`src/rtl/mem_access_seq_if.sv`:
```
// Load/store sequencer bus: instruction fields and per-target ready in,
// stall, strobes, writeback select, size/sign and fault report out.
interface mem_access_seq_if #(
  parameter int N_TGT = 2,
  parameter int TW    = 1
);
  logic [6:0]       OPCODE;
  logic [2:0]       FUNCT3;
  logic [1:0]       ADDR;
  logic [TW-1:0]    TGT;
  logic [N_TGT-1:0] RDY;
  logic             HOLD;
  logic [N_TGT-1:0] RREQ;
  logic [N_TGT-1:0] CWE;
  logic [TW:0]      CMUXSEL;
  logic [2:0]       LIM;
  logic             SIGNED;
  logic             ERR;
  logic [1:0]       ERR_CODE;

  modport master (
    input  OPCODE, FUNCT3, ADDR, TGT, RDY,
    output HOLD, RREQ, CWE, CMUXSEL, LIM, SIGNED, ERR, ERR_CODE
  );

  modport slave (
    output OPCODE, FUNCT3, ADDR, TGT, RDY,
    input  HOLD, RREQ, CWE, CMUXSEL, LIM, SIGNED, ERR, ERR_CODE
  );
endinterface

```
`src/rtl/mem_access_seq.sv`:
```
// Load/store sequencer: stalls the pipeline, strobes one of N_TGT memory targets,
// waits for that target's ready (with optional timeout) and selects writeback.
module mem_access_seq #(
  parameter int N_TGT   = 2,
  parameter int TW      = 1,
  parameter int TIMEOUT = 255,
  parameter int CW      = 8
) (
  input  logic             CLK,
  input  logic             RST,
  mem_access_seq_if.master bus
);

  localparam logic [6:0]  OP_LOAD     = 7'b0000011;
  localparam logic [6:0]  OP_STORE    = 7'b0100011;
  localparam logic [1:0]  EC_MISALIGN = 2'd1;
  localparam logic [1:0]  EC_TIMEOUT  = 2'd2;
  localparam logic [TW:0] N_TGT_W     = (TW+1)'(N_TGT);

  typedef enum logic [1:0] {
    S_IDLE  = 2'd0,
    S_ISSUE = 2'd1,
    S_WAIT  = 2'd2,
    S_FAULT = 2'd3
  } state_e;

  state_e           state_q, state_d;
  logic             hold_q, hold_d;
  logic [N_TGT-1:0] rreq_q, rreq_d;
  logic [N_TGT-1:0] cwe_q, cwe_d;
  logic [TW:0]      cmuxsel_q, cmuxsel_d;
  logic             err_q, err_d;
  logic [1:0]       err_code_q, err_code_d;
  logic [CW-1:0]    cnt_q, cnt_d;
  logic [2:0]       funct3_q, funct3_d;
  logic [TW-1:0]    tgt_q, tgt_d;
  logic             is_load_q, is_load_d;

  logic             is_ld, is_st, is_mem;
  logic             misaligned, tgt_bad;
  logic [N_TGT-1:0] tgt_onehot;
  logic             rdy_sel;
  logic             timeout_hit;
  logic             cnt_max;

  // Instruction decode on the live (unlatched) fields.
  always_comb begin
    is_ld      = (bus.OPCODE == OP_LOAD);
    is_st      = (bus.OPCODE == OP_STORE);
    is_mem     = is_ld | is_st;
    misaligned = ((bus.FUNCT3[1:0] == 2'b01) && bus.ADDR[0]) ||
                 ((bus.FUNCT3[1:0] == 2'b10) && (bus.ADDR != 2'b00));
    tgt_bad    = ({1'b0, bus.TGT} >= N_TGT_W);
  end

  always_comb begin
    tgt_onehot = '0;
    rdy_sel    = 1'b0;
    for (int t = 0; t < N_TGT; t++) begin
      if (bus.TGT == TW'(t)) tgt_onehot[t] = 1'b1;
      if (tgt_q == TW'(t))   rdy_sel       = bus.RDY[t];
    end
  end

  always_comb begin
    timeout_hit = (TIMEOUT != 0) && (cnt_q == CW'(TIMEOUT - 1));
    cnt_max     = &cnt_q;
  end

  // State and output registers, updated on the falling edge like the controller.
  always_ff @(negedge CLK or posedge RST) begin
    if (RST) begin
      state_q    <= S_IDLE;
      hold_q     <= 1'b0;
      rreq_q     <= '0;
      cwe_q      <= '0;
      cmuxsel_q  <= '0;
      err_q      <= 1'b0;
      err_code_q <= 2'd0;
      cnt_q      <= '0;
      funct3_q   <= 3'd0;
      tgt_q      <= '0;
      is_load_q  <= 1'b0;
    end else begin
      state_q    <= state_d;
      hold_q     <= hold_d;
      rreq_q     <= rreq_d;
      cwe_q      <= cwe_d;
      cmuxsel_q  <= cmuxsel_d;
      err_q      <= err_d;
      err_code_q <= err_code_d;
      cnt_q      <= cnt_d;
      funct3_q   <= funct3_d;
      tgt_q      <= tgt_d;
      is_load_q  <= is_load_d;
    end
  end

  always_comb begin
    state_d = state_q;
    case (state_q)
      S_IDLE: begin
        if (is_mem) state_d = (misaligned || tgt_bad) ? S_FAULT : S_ISSUE;
      end
      S_ISSUE: state_d = S_WAIT;
      S_WAIT: begin
        // Ready is checked before the timeout so a coincident ready wins.
        if (rdy_sel)          state_d = S_IDLE;
        else if (timeout_hit) state_d = S_FAULT;
      end
      S_FAULT: state_d = S_IDLE;
      default: state_d = S_IDLE;
    endcase
  end

  always_comb begin
    hold_d     = hold_q;
    rreq_d     = '0;
    cwe_d      = '0;
    cmuxsel_d  = cmuxsel_q;
    err_d      = 1'b0;
    err_code_d = err_code_q;
    cnt_d      = cnt_q;
    funct3_d   = funct3_q;
    tgt_d      = tgt_q;
    is_load_d  = is_load_q;
    case (state_q)
      S_IDLE: begin
        hold_d    = 1'b0;
        cmuxsel_d = '0;
        if (is_mem) begin
          hold_d = 1'b1;
          if (misaligned) begin
            err_d      = 1'b1;
            err_code_d = EC_MISALIGN;
          end else if (tgt_bad) begin
            err_d      = 1'b1;
            err_code_d = EC_TIMEOUT;
          end else begin
            rreq_d    = is_ld ? tgt_onehot : '0;
            cwe_d     = is_st ? tgt_onehot : '0;
            funct3_d  = bus.FUNCT3;
            tgt_d     = bus.TGT;
            is_load_d = is_ld;
          end
        end
      end
      S_ISSUE: begin
        cnt_d = '0;
      end
      S_WAIT: begin
        if (rdy_sel) begin
          hold_d    = 1'b0;
          cmuxsel_d = is_load_q ? ({1'b0, tgt_q} + (TW+1)'(1)) : '0;
        end else if (timeout_hit) begin
          err_d      = 1'b1;
          err_code_d = EC_TIMEOUT;
        end else if (!cnt_max) begin
          cnt_d = cnt_q + CW'(1);
        end
      end
      S_FAULT: begin
        hold_d = 1'b0;
      end
      default: begin
        hold_d = 1'b0;
      end
    endcase
  end

  assign bus.HOLD     = hold_q;
  assign bus.RREQ     = rreq_q;
  assign bus.CWE      = cwe_q;
  assign bus.CMUXSEL  = cmuxsel_q;
  assign bus.ERR      = err_q;
  assign bus.ERR_CODE = err_code_q;

  // Size and sign follow the latched access, not the live instruction.
  assign bus.LIM    = (funct3_q[1:0] == 2'b00) ? 3'd0 :
                      (funct3_q[1:0] == 2'b01) ? 3'd1 : 3'd3;
  assign bus.SIGNED = is_load_q && (funct3_q != 3'b100) && (funct3_q != 3'b101);

endmodule

```
`src/flat_wrapper.sv`:
```
// flat-port wrapper written by rule: the top's interface ports become plain ports
module mem_access_seq_flat 
#(
  parameter int N_TGT   = 2,
  parameter int TW      = 1,
  parameter int TIMEOUT = 255,
  parameter int CW      = 8
)
  (CLK, RST, bus_OPCODE, bus_FUNCT3, bus_ADDR, bus_TGT, bus_RDY, bus_HOLD, bus_RREQ, bus_CWE, bus_CMUXSEL, bus_LIM, bus_SIGNED, bus_ERR, bus_ERR_CODE);
  mem_access_seq_if #(.N_TGT(N_TGT), .TW(TW)) bus_i ();
  input  logic CLK;
  input  logic RST;
  input wire logic [$bits(bus_i.OPCODE)-1:0] bus_OPCODE;
  input wire logic [$bits(bus_i.FUNCT3)-1:0] bus_FUNCT3;
  input wire logic [$bits(bus_i.ADDR)-1:0] bus_ADDR;
  input wire logic [$bits(bus_i.TGT)-1:0] bus_TGT;
  input wire logic [$bits(bus_i.RDY)-1:0] bus_RDY;
  output wire logic [$bits(bus_i.HOLD)-1:0] bus_HOLD;
  output wire logic [$bits(bus_i.RREQ)-1:0] bus_RREQ;
  output wire logic [$bits(bus_i.CWE)-1:0] bus_CWE;
  output wire logic [$bits(bus_i.CMUXSEL)-1:0] bus_CMUXSEL;
  output wire logic [$bits(bus_i.LIM)-1:0] bus_LIM;
  output wire logic [$bits(bus_i.SIGNED)-1:0] bus_SIGNED;
  output wire logic [$bits(bus_i.ERR)-1:0] bus_ERR;
  output wire logic [$bits(bus_i.ERR_CODE)-1:0] bus_ERR_CODE;
  assign bus_i.OPCODE = bus_OPCODE;
  assign bus_i.FUNCT3 = bus_FUNCT3;
  assign bus_i.ADDR = bus_ADDR;
  assign bus_i.TGT = bus_TGT;
  assign bus_i.RDY = bus_RDY;
  assign bus_HOLD = bus_i.HOLD;
  assign bus_RREQ = bus_i.RREQ;
  assign bus_CWE = bus_i.CWE;
  assign bus_CMUXSEL = bus_i.CMUXSEL;
  assign bus_LIM = bus_i.LIM;
  assign bus_SIGNED = bus_i.SIGNED;
  assign bus_ERR = bus_i.ERR;
  assign bus_ERR_CODE = bus_i.ERR_CODE;
  mem_access_seq #(.N_TGT(N_TGT), .TW(TW), .TIMEOUT(TIMEOUT), .CW(CW)) u_core (.CLK(CLK), .RST(RST), .bus(bus_i));
endmodule
```
`config.mk`:
```
export PLATFORM = sky130hd
export DESIGN_NAME = mem_access_seq_flat
export DESIGN_NICKNAME = d
export VERILOG_FILES = /design/src/rtl/mem_access_seq_if.sv /design/src/rtl/mem_access_seq.sv /design/src/flat_wrapper.sv
export SDC_FILE = /design/constraint.sdc
export NUM_CORES = 1
export LEC_CHECK = 0
export ABC_AREA = 0
export CAP_MARGIN = 20
export CELL_PAD_IN_SITES_DETAIL_PLACEMENT = 1
export CELL_PAD_IN_SITES_GLOBAL_PLACEMENT = 1
export CORE_UTILIZATION = 40
export DETAILED_ROUTE_END_ITERATION = 10
export PLACE_DENSITY = 0.81
export SLEW_MARGIN = 20
export SYNTH_ARGS = -nofsm -noshare
export SYNTH_HDL_FRONTEND = slang
export SYNTH_SLANG_ARGS = --single-unit
```
`constraint.sdc`:
```
create_clock -name CLK -period 2.92 [get_ports CLK]
set_clock_uncertainty 0.2 [all_clocks]
set_input_delay 0.438 -clock CLK [delete_from_list [all_inputs] [get_ports CLK]]
set_output_delay 0.438 -clock CLK [all_outputs]
set_load 0.005 [all_outputs]
```
==> results of run 1 <==
[per-stage QoR]
stage / power, uW / hold slack, ns / util / setup WS (ns)
after floorplan: 487 / 0.231 / - / -0.583
after global placement: 558 / 0.226 / 0.559 / -1.10
after detailed placement: 570 / 0.252 / 0.559 / -1.14
after CTS: 737 / 0.258 / 0.580 / -0.333
after global routing: 779 / 0.295 / 0.589 / -0.387
final: 735 / 0.261 / 0.589 / -0.319
[layer usage]
metal	vias up	global-route usage
met4	0	0.0884
met5	-	0
met3	4	0.0264
met1	566	0.278
met2	17	0.407
li1	546	-
[cells by family (layout without fill, tap and decap cells)]
family	count (synthesis)	in the layout
AOI/OAI and AO/OA	27	27
and+or+nand+nor	50	50
other	1	1
adders and majority gates	2	2
DFF	25	25
muxes	7	7
buffers and inverters	12	61
[state kept, by name, summed over array words and instances, names as in the netlist]
register             flops
u_core.bus.HOLD          1
u_core.is_load_q         1
u_core.state_q           2
u_core.bus.ERR_CODE      2
u_core.tgt_q             1
u_core.bus.CMUXSEL       2
u_core.bus.CWE           2
u_core.bus.ERR           1
u_core.funct3_q          3
u_core.bus.RREQ          2
u_core.cnt_q             8
[worst min-delay path by stage]
stage / end / slack, ns / cells past startpoint / startpoint
2_1_floorplan: u_core.bus.CMUXSEL[0] / 0.23 / 2 / u_core.bus.CMUXSEL[0]
3_3_place_gp: u_core.bus.ERR_CODE[1] / 0.23 / 1 / u_core.bus.ERR_CODE[1]
3_5_place_dp: u_core.bus.HOLD / 0.25 / 1 / u_core.bus.HOLD
4_1_cts: u_core.bus.HOLD / 0.26 / 1 / u_core.bus.HOLD
5_1_grt: u_core.bus.ERR_CODE[1] / 0.30 / 1 / u_core.bus.ERR_CODE[1]
6_report: u_core.bus.ERR_CODE[1] / 0.26 / 1 / u_core.bus.ERR_CODE[1]
[area by class of cell]
| class | instances | share of cell area |
|---|---|---|
| Clock buffer | 4 | 0.0146 |
| Inverter | 7 | 0.0146 |
| Multi-Input combinational cell | 87 | 0.366 |
| Sequential cell | 25 | 0.348 |
| Tap cell | 44 | 0.0306 |
| Timing Repair Buffer | 50 | 0.226 |
[placed cells by master (no fill, tap or decap), types with 4 or more instances in the layout]
| cell type | count |
|---|---|
| dfrtn_1 | 25 |
| buf_4 | 17 |
| buf_2 | 13 |
| nand2_1 | 10 |
| buf_6 | 8 |
| o21ai_1 | 7 |
| nor2_1 | 6 |
| nand3_1 | 6 |
| a21oi_1 | 6 |
| dlygate4sd2_1 | 6 |
| or3_1 | 5 |
| mux2_4 | 5 |
| inv_1 | 5 |
| clkdlybuf4s50_1 | 4 |
[power by group through the flow]
stage / clock (uW) / combinational (uW) / sequential, uW
after floorplan: 0 / 83.1 / 404
after global placement: 0 / 148 / 410
after detailed placement: 0 / 157 / 412
after CTS: 160 / 171 / 407
after global routing: 175 / 191 / 413
final: 155 / 172 / 408
[critical path, cell delays in order, from the launching register on]
cell	delay (ns)
dfrtn_1	0.46
buf_6	0.11
inv_2	0.03
a21boi_2	0.11
buf_2	0.12
[repair_timing]
action	CTS	global route
pin swaps	7	4
setup buffers	9	3
endpoints found under the setup margin	38	26
hold buffers	0	0
gates resized for setup	97	7
==> results_dict.tcl, run 1 <==
set metrics [dict create \
    status "complete, but fails checks" \
    violations "setup timing" \
    cp.required_ns 2.28 \
    ys.flop_type "dfrtn_1" \
    instances_no_fill 217 \
    ys_async_sr_fraction 1.00 \
    reg2reg_slack_ns 0.82 \
    p_leak_uw 0.000903 \
    netSwitchingPower_uw 205 \
    p_int_uw 530 \
    yosysMostFrequentCell "dfrtn_1" \
    synth_area_per_cell_um2 10.3 \
    root_buffer "clkbuf_4" \
    cts_tree "done" \
    setup_viol 18 \
    place_inst 203 \
    hold_violations 0 \
    reg2reg_depth 6 \
    die-area_um2 3430 \
    fin_setup_tns_ns -2.67 \
    clockBufferDepth 2 \
    diodes 0 \
    clk_latency_ns 0.31 \
    nets 193 \
    synth_top_family_by_area "simple AND/OR/NAND/NOR gates" \
    maxCapViolations 0 \
    design.portCount 31 \
    dpl.hpwl_um 2530 \
    p_seq_frac 0.555 \
    multi_input_area_um2 658 \
    crit_arrival_ns 2.60 \
    setup_ws_ns -0.319 \
    via_count 1133 \
    ir_drop_uv 230 \
    netlist_area_um2 1280 \
    pwr-share-clk 0.211 \
    synth_compound_area_frac 0.141 \
    startpoint_type "flop" \
    via_per_inst 5.22 \
    antenna_found_initial 0 \
    synth_area_leader_cell "dfrtn_1" \
    synth_common_cells "dfrtn_1 (25), nand2_1 (10), nand3_1 (7)" \
    r2r_start "u_core.cnt_q[0]" \
    drc 0 \
    wl_met3_um 58 \
    hold_path.class "reg -> reg" \
    synth_top_area_frac 0.489 \
    grt_remaining_overflow 0 \
    gp_congestion 0.767 \
    synth-seq-area-share 0.489 \
    synthAdderAreaFrac 0.0196 \
    fp.dieW_um 58.6 \
    cp-startpoint "u_core.funct3_q[1]" \
    start_util 0.419 \
    grt_max_degree 26 \
    clk_pin_slew_worst_paths_ns 0.09 \
    synthSimpleGateAreaFrac 0.230 \
    synth.net_count 143 \
    drive_above_1_share 0.353 \
    yosys_warnings 0 \
    cts.sinks 25 \
    wl_met2_um 1870 \
    grtUsageTotal 0.227 \
    rows 20 \
    grt_pass1_wl_um 5770 \
    placed_area_um2 1710 \
    detail-route-antenna-nets 0 \
    fill_cells 357 \
    wl_met1_um 1460 \
    worstSetupEndpointType "output pin" \
    ys_top_cells_by_area "dfrtn_1 (49%), mux2_4 (5.9%), nand2_1 (2.9%)" \
    area_growth_pct 40.5 \
    cp_max_fo 3 \
    swShare 0.279 \
    synth_edf_count 0 \
    routed_wl_um 3430 \
    critPathCapture "bus_SIGNED" \
    die_h_um 58.6 \
    top_layer_used "met4" \
    grt_pass1_vias 1228 \
    drt_pass1_iterations 4 \
    synth_xor_area_frac 0 \
    muxShareOfSynthArea 0.0743 \
    combPwrFrac 0.235 \
    numCtsBuffers 3 \
    r2r-end "u_core.cnt_q[3]" \
    rsz0062_at_grt "true" \
    core_um2 3050 \
    report.final.slew_viol_count 0 \
    drt-wirelength-per-cell_um 15.8 \
    power.density_nw_per_um2 409 \
    synth_cell_type_count 41 \
    ys_seq_elements 25 \
    port_buffers 29 \
    final_area_um2 1800 \
    final-seq-area_um2 626 \
    htreeDepth 1 \
    drt-initial-drc-count 27 \
    synthCells 124 \
    critPathKind "reg -> out" \
]
Power figures use the tool's default switching activity.
==> inputs of run 2 (changes only) <==
--- a/config.mk
+++ b/config.mk
@@ -9,9 +9,10 @@
 export CAP_MARGIN = 20
 export CELL_PAD_IN_SITES_DETAIL_PLACEMENT = 1
 export CELL_PAD_IN_SITES_GLOBAL_PLACEMENT = 1
-export CORE_UTILIZATION = 40
+export CORE_UTILIZATION = 37
 export DETAILED_ROUTE_END_ITERATION = 10
-export PLACE_DENSITY = 0.81
+export PLACE_DENSITY = 0.76
+export RECOVER_POWER = 25
 export SLEW_MARGIN = 20
 export SYNTH_ARGS = -nofsm -noshare
 export SYNTH_HDL_FRONTEND = slang
==> constraint.sdc (replaced) <==
create_clock -name CLK -period 3.1 [get_ports CLK]
set_clock_uncertainty 0.2 [all_clocks]
set_input_delay 0.62 -clock CLK [delete_from_list [all_inputs] [get_ports CLK]]
set_output_delay 0.62 -clock CLK [all_outputs]
set_load 0.005 [all_outputs]
==> run 2 against run 1 <==
Effect of this change: the run still ends with setup timing left; sequential power down 5.9%; via count up 4.0%; critical path depth down 1; final area up 3.1%; cell count up 1.8%; power down 4.2%; setup slack worse by 0.085 ns; die area up 7.8%; combinational power about the same; count of clock-buffer cells in the layout unchanged; worst hold slack worse by 0.031 ns.
==> results_dict.tcl, run 2 (synthesis gave the netlist of run 1 again) <==
set metrics [dict create \
    status "complete, but fails checks" \
    violations "setup timing" \
    wl_met1_um 1560 \
    clk_latency_ns 0.31 \
    via_per_inst 5.33 \
    top_layer_used "met4" \
    port_buffers 29 \
    htreeDepth 1 \
    largest_reg_flops 8 \
    r2r-end "u_core.cnt_q[4]" \
    cts_tree "done" \
    min_from "u_core.bus.ERR_CODE[1]" \
    drive_above_1_share 0.395 \
    drt-initial-drc-count 19 \
    grt_max_degree 26 \
    fill_cells 378 \
    crit_arrival_ns 2.68 \
    critPathKind "reg -> out" \
    drt_pass1_iterations 4 \
    post-place-ws_ns -1.28 \
    cp_num_buf_inv 2 \
    reg2reg_slack_ns 1.06 \
    holdPathStages 1 \
    rows 20 \
    instances_no_fill 221 \
    area_growth_pct 44.8 \
    cts.sinks 25 \
    utilization 0.583 \
    grt_remaining_overflow 0 \
    r2r_start "u_core.state_q[1]" \
    cp-startpoint "u_core.funct3_q[1]" \
    detail-route-antenna-nets 0 \
    cpLargestDelayFamily "flip-flops" \
    grt_pass1_wl_um 5730 \
    largestRegisters "u_core.cnt_q: 8 flops, u_core.funct3_q: 3 flops" \
    grt_pass1_vias 1202 \
    placed_area_um2 1750 \
    max_slew_margin 0.581 \
    fp.dieW_um 60.8 \
    place_inst 207 \
    wl_met2_um 1830 \
    ctsHoldBuffers 0 \
    grtUsageTotal 0.211 \
    p_leak_uw 0.000933 \
    start_util 0.403 \
    die_h_um 60.8 \
    slowest_stage "dfrtn_1" \
    hold_path.class "reg -> reg" \
    antenna_found_initial 0 \
    numCtsBuffers 3 \
    crit_cells 3 \
    wl_met3_um 124 \
    setup_viol 25 \
    worstPathCellList "buf_6 > or2_4 > buf_6" \
    ir_drop_uv 165 \
    gp_congestion 0.748 \
    holdWs_ns 0.230 \
    path_common_cell "buf_6" \
    maxCapViolations 0 \
    slowest_delay_ns 0.37 \
    power.density_nw_per_um2 380 \
    design.portCount 31 \
    dpl.hpwl_um 2630 \
    die-area_um2 3700 \
    routed_wl_um 3560 \
    final_cell_mix "dfrtn_1 (25), buf_4 (20), buf_2 (12)" \
    clk_pin_slew_worst_paths_ns 0.09 \
    drt-wirelength-per-cell_um 16.1 \
    hold_violations 0 \
    final_area_um2 1850 \
    clockBufferDepth 2 \
    tightest_slew_ns 0.629 \
    via_count 1178 \
    root_buffer "clkbuf_4" \
    cp.required_ns 2.28 \
    critPathCapture "bus_LIM[0]" \
    core_um2 3180 \
    drc 0 \
    startpoint_type "flop" \
    final_common_cell "dfrtn_1" \
    cp_max_fo 2 \
    worstSetupEndpointType "output pin" \
    top_register "u_core.cnt_q" \
    report.final.slew_viol_count 0 \
    rsz0062_at_grt "true" \
    diodes 0 \
    setup_ws_ns -0.404 \
    reg2reg_depth 4 \
    nets 197 \
]
## run 2: final cells by class
| cell class | count | area, um2 | area share |
|---|---|---|---|
| Multi-Input combinational cell | 87 | 687 | 0.371 |
| Sequential cell | 25 | 626 | 0.338 |
| Timing Repair Buffer | 54 | 433 | 0.234 |
| Tap cell | 44 | 55.1 | 0.0297 |
| Clock buffer | 4 | 26.3 | 0.0142 |
| Inverter | 7 | 26.3 | 0.0142 |
## run 2: metal layers
| layer | GRT usage | vias up |
|---|---|---|
| li1 | - | 557 |
| met1 | 0.278 | 586 |
| met2 | 0.372 | 28 |
| met3 | 0.0192 | 7 |
| met4 | 0.0584 | 0 |
| met5 | 0 | - |
## run 2: worst register-to-register path, stage by stage (launching register included)
cell and delay, ns:
dfrtn_1 0.64, nor2b_1 0.47, nand3_4 0.14, or3_1 0.33, o211a_1 0.13
## run 2: power breakdown
group | switching [uW] | internal (uW) | total (uW)
Sequential | 29.6 | 355 | 384
Clock | 96.4 | 50.4 | 147
Combinational | 71.4 | 102 | 173
Total | 197 | 507 | 704
## run 2: what timing repair did
item,CTS,global route
buffers inserted,7,5
gates cloned,0,0
pin swaps,9,8
setup endpoints to repair,38,28
resized for setup,104,8
endpoints found under the hold margin,0,0
## run 2: per-stage QoR
| stage | TNS (ns) | total power (uW) |
|---|---|---|
| floorplan | -5.39 | 460 |
| global route | -7.20 | 738 |
| detailed placement | -24.60 | 546 |
| global placement | -22.35 | 535 |
| finish | -5.18 | 704 |
| CTS | -5.19 | 707 |
## run 2: how the worst min path moves through the flow
| stage | endpoint | slack [ns] |
|---|---|---|
| after floorplan | u_core.bus.CMUXSEL[0] | 0.23 |
| after global placement | u_core.bus.ERR_CODE[1] | 0.23 |
| after detailed placement | u_core.bus.ERR_CODE[1] | 0.24 |
| after CTS | u_core.bus.ERR_CODE[1] | 0.23 |
| after global routing | u_core.bus.ERR_CODE[1] | 0.26 |
| final | u_core.bus.ERR_CODE[1] | 0.23 |
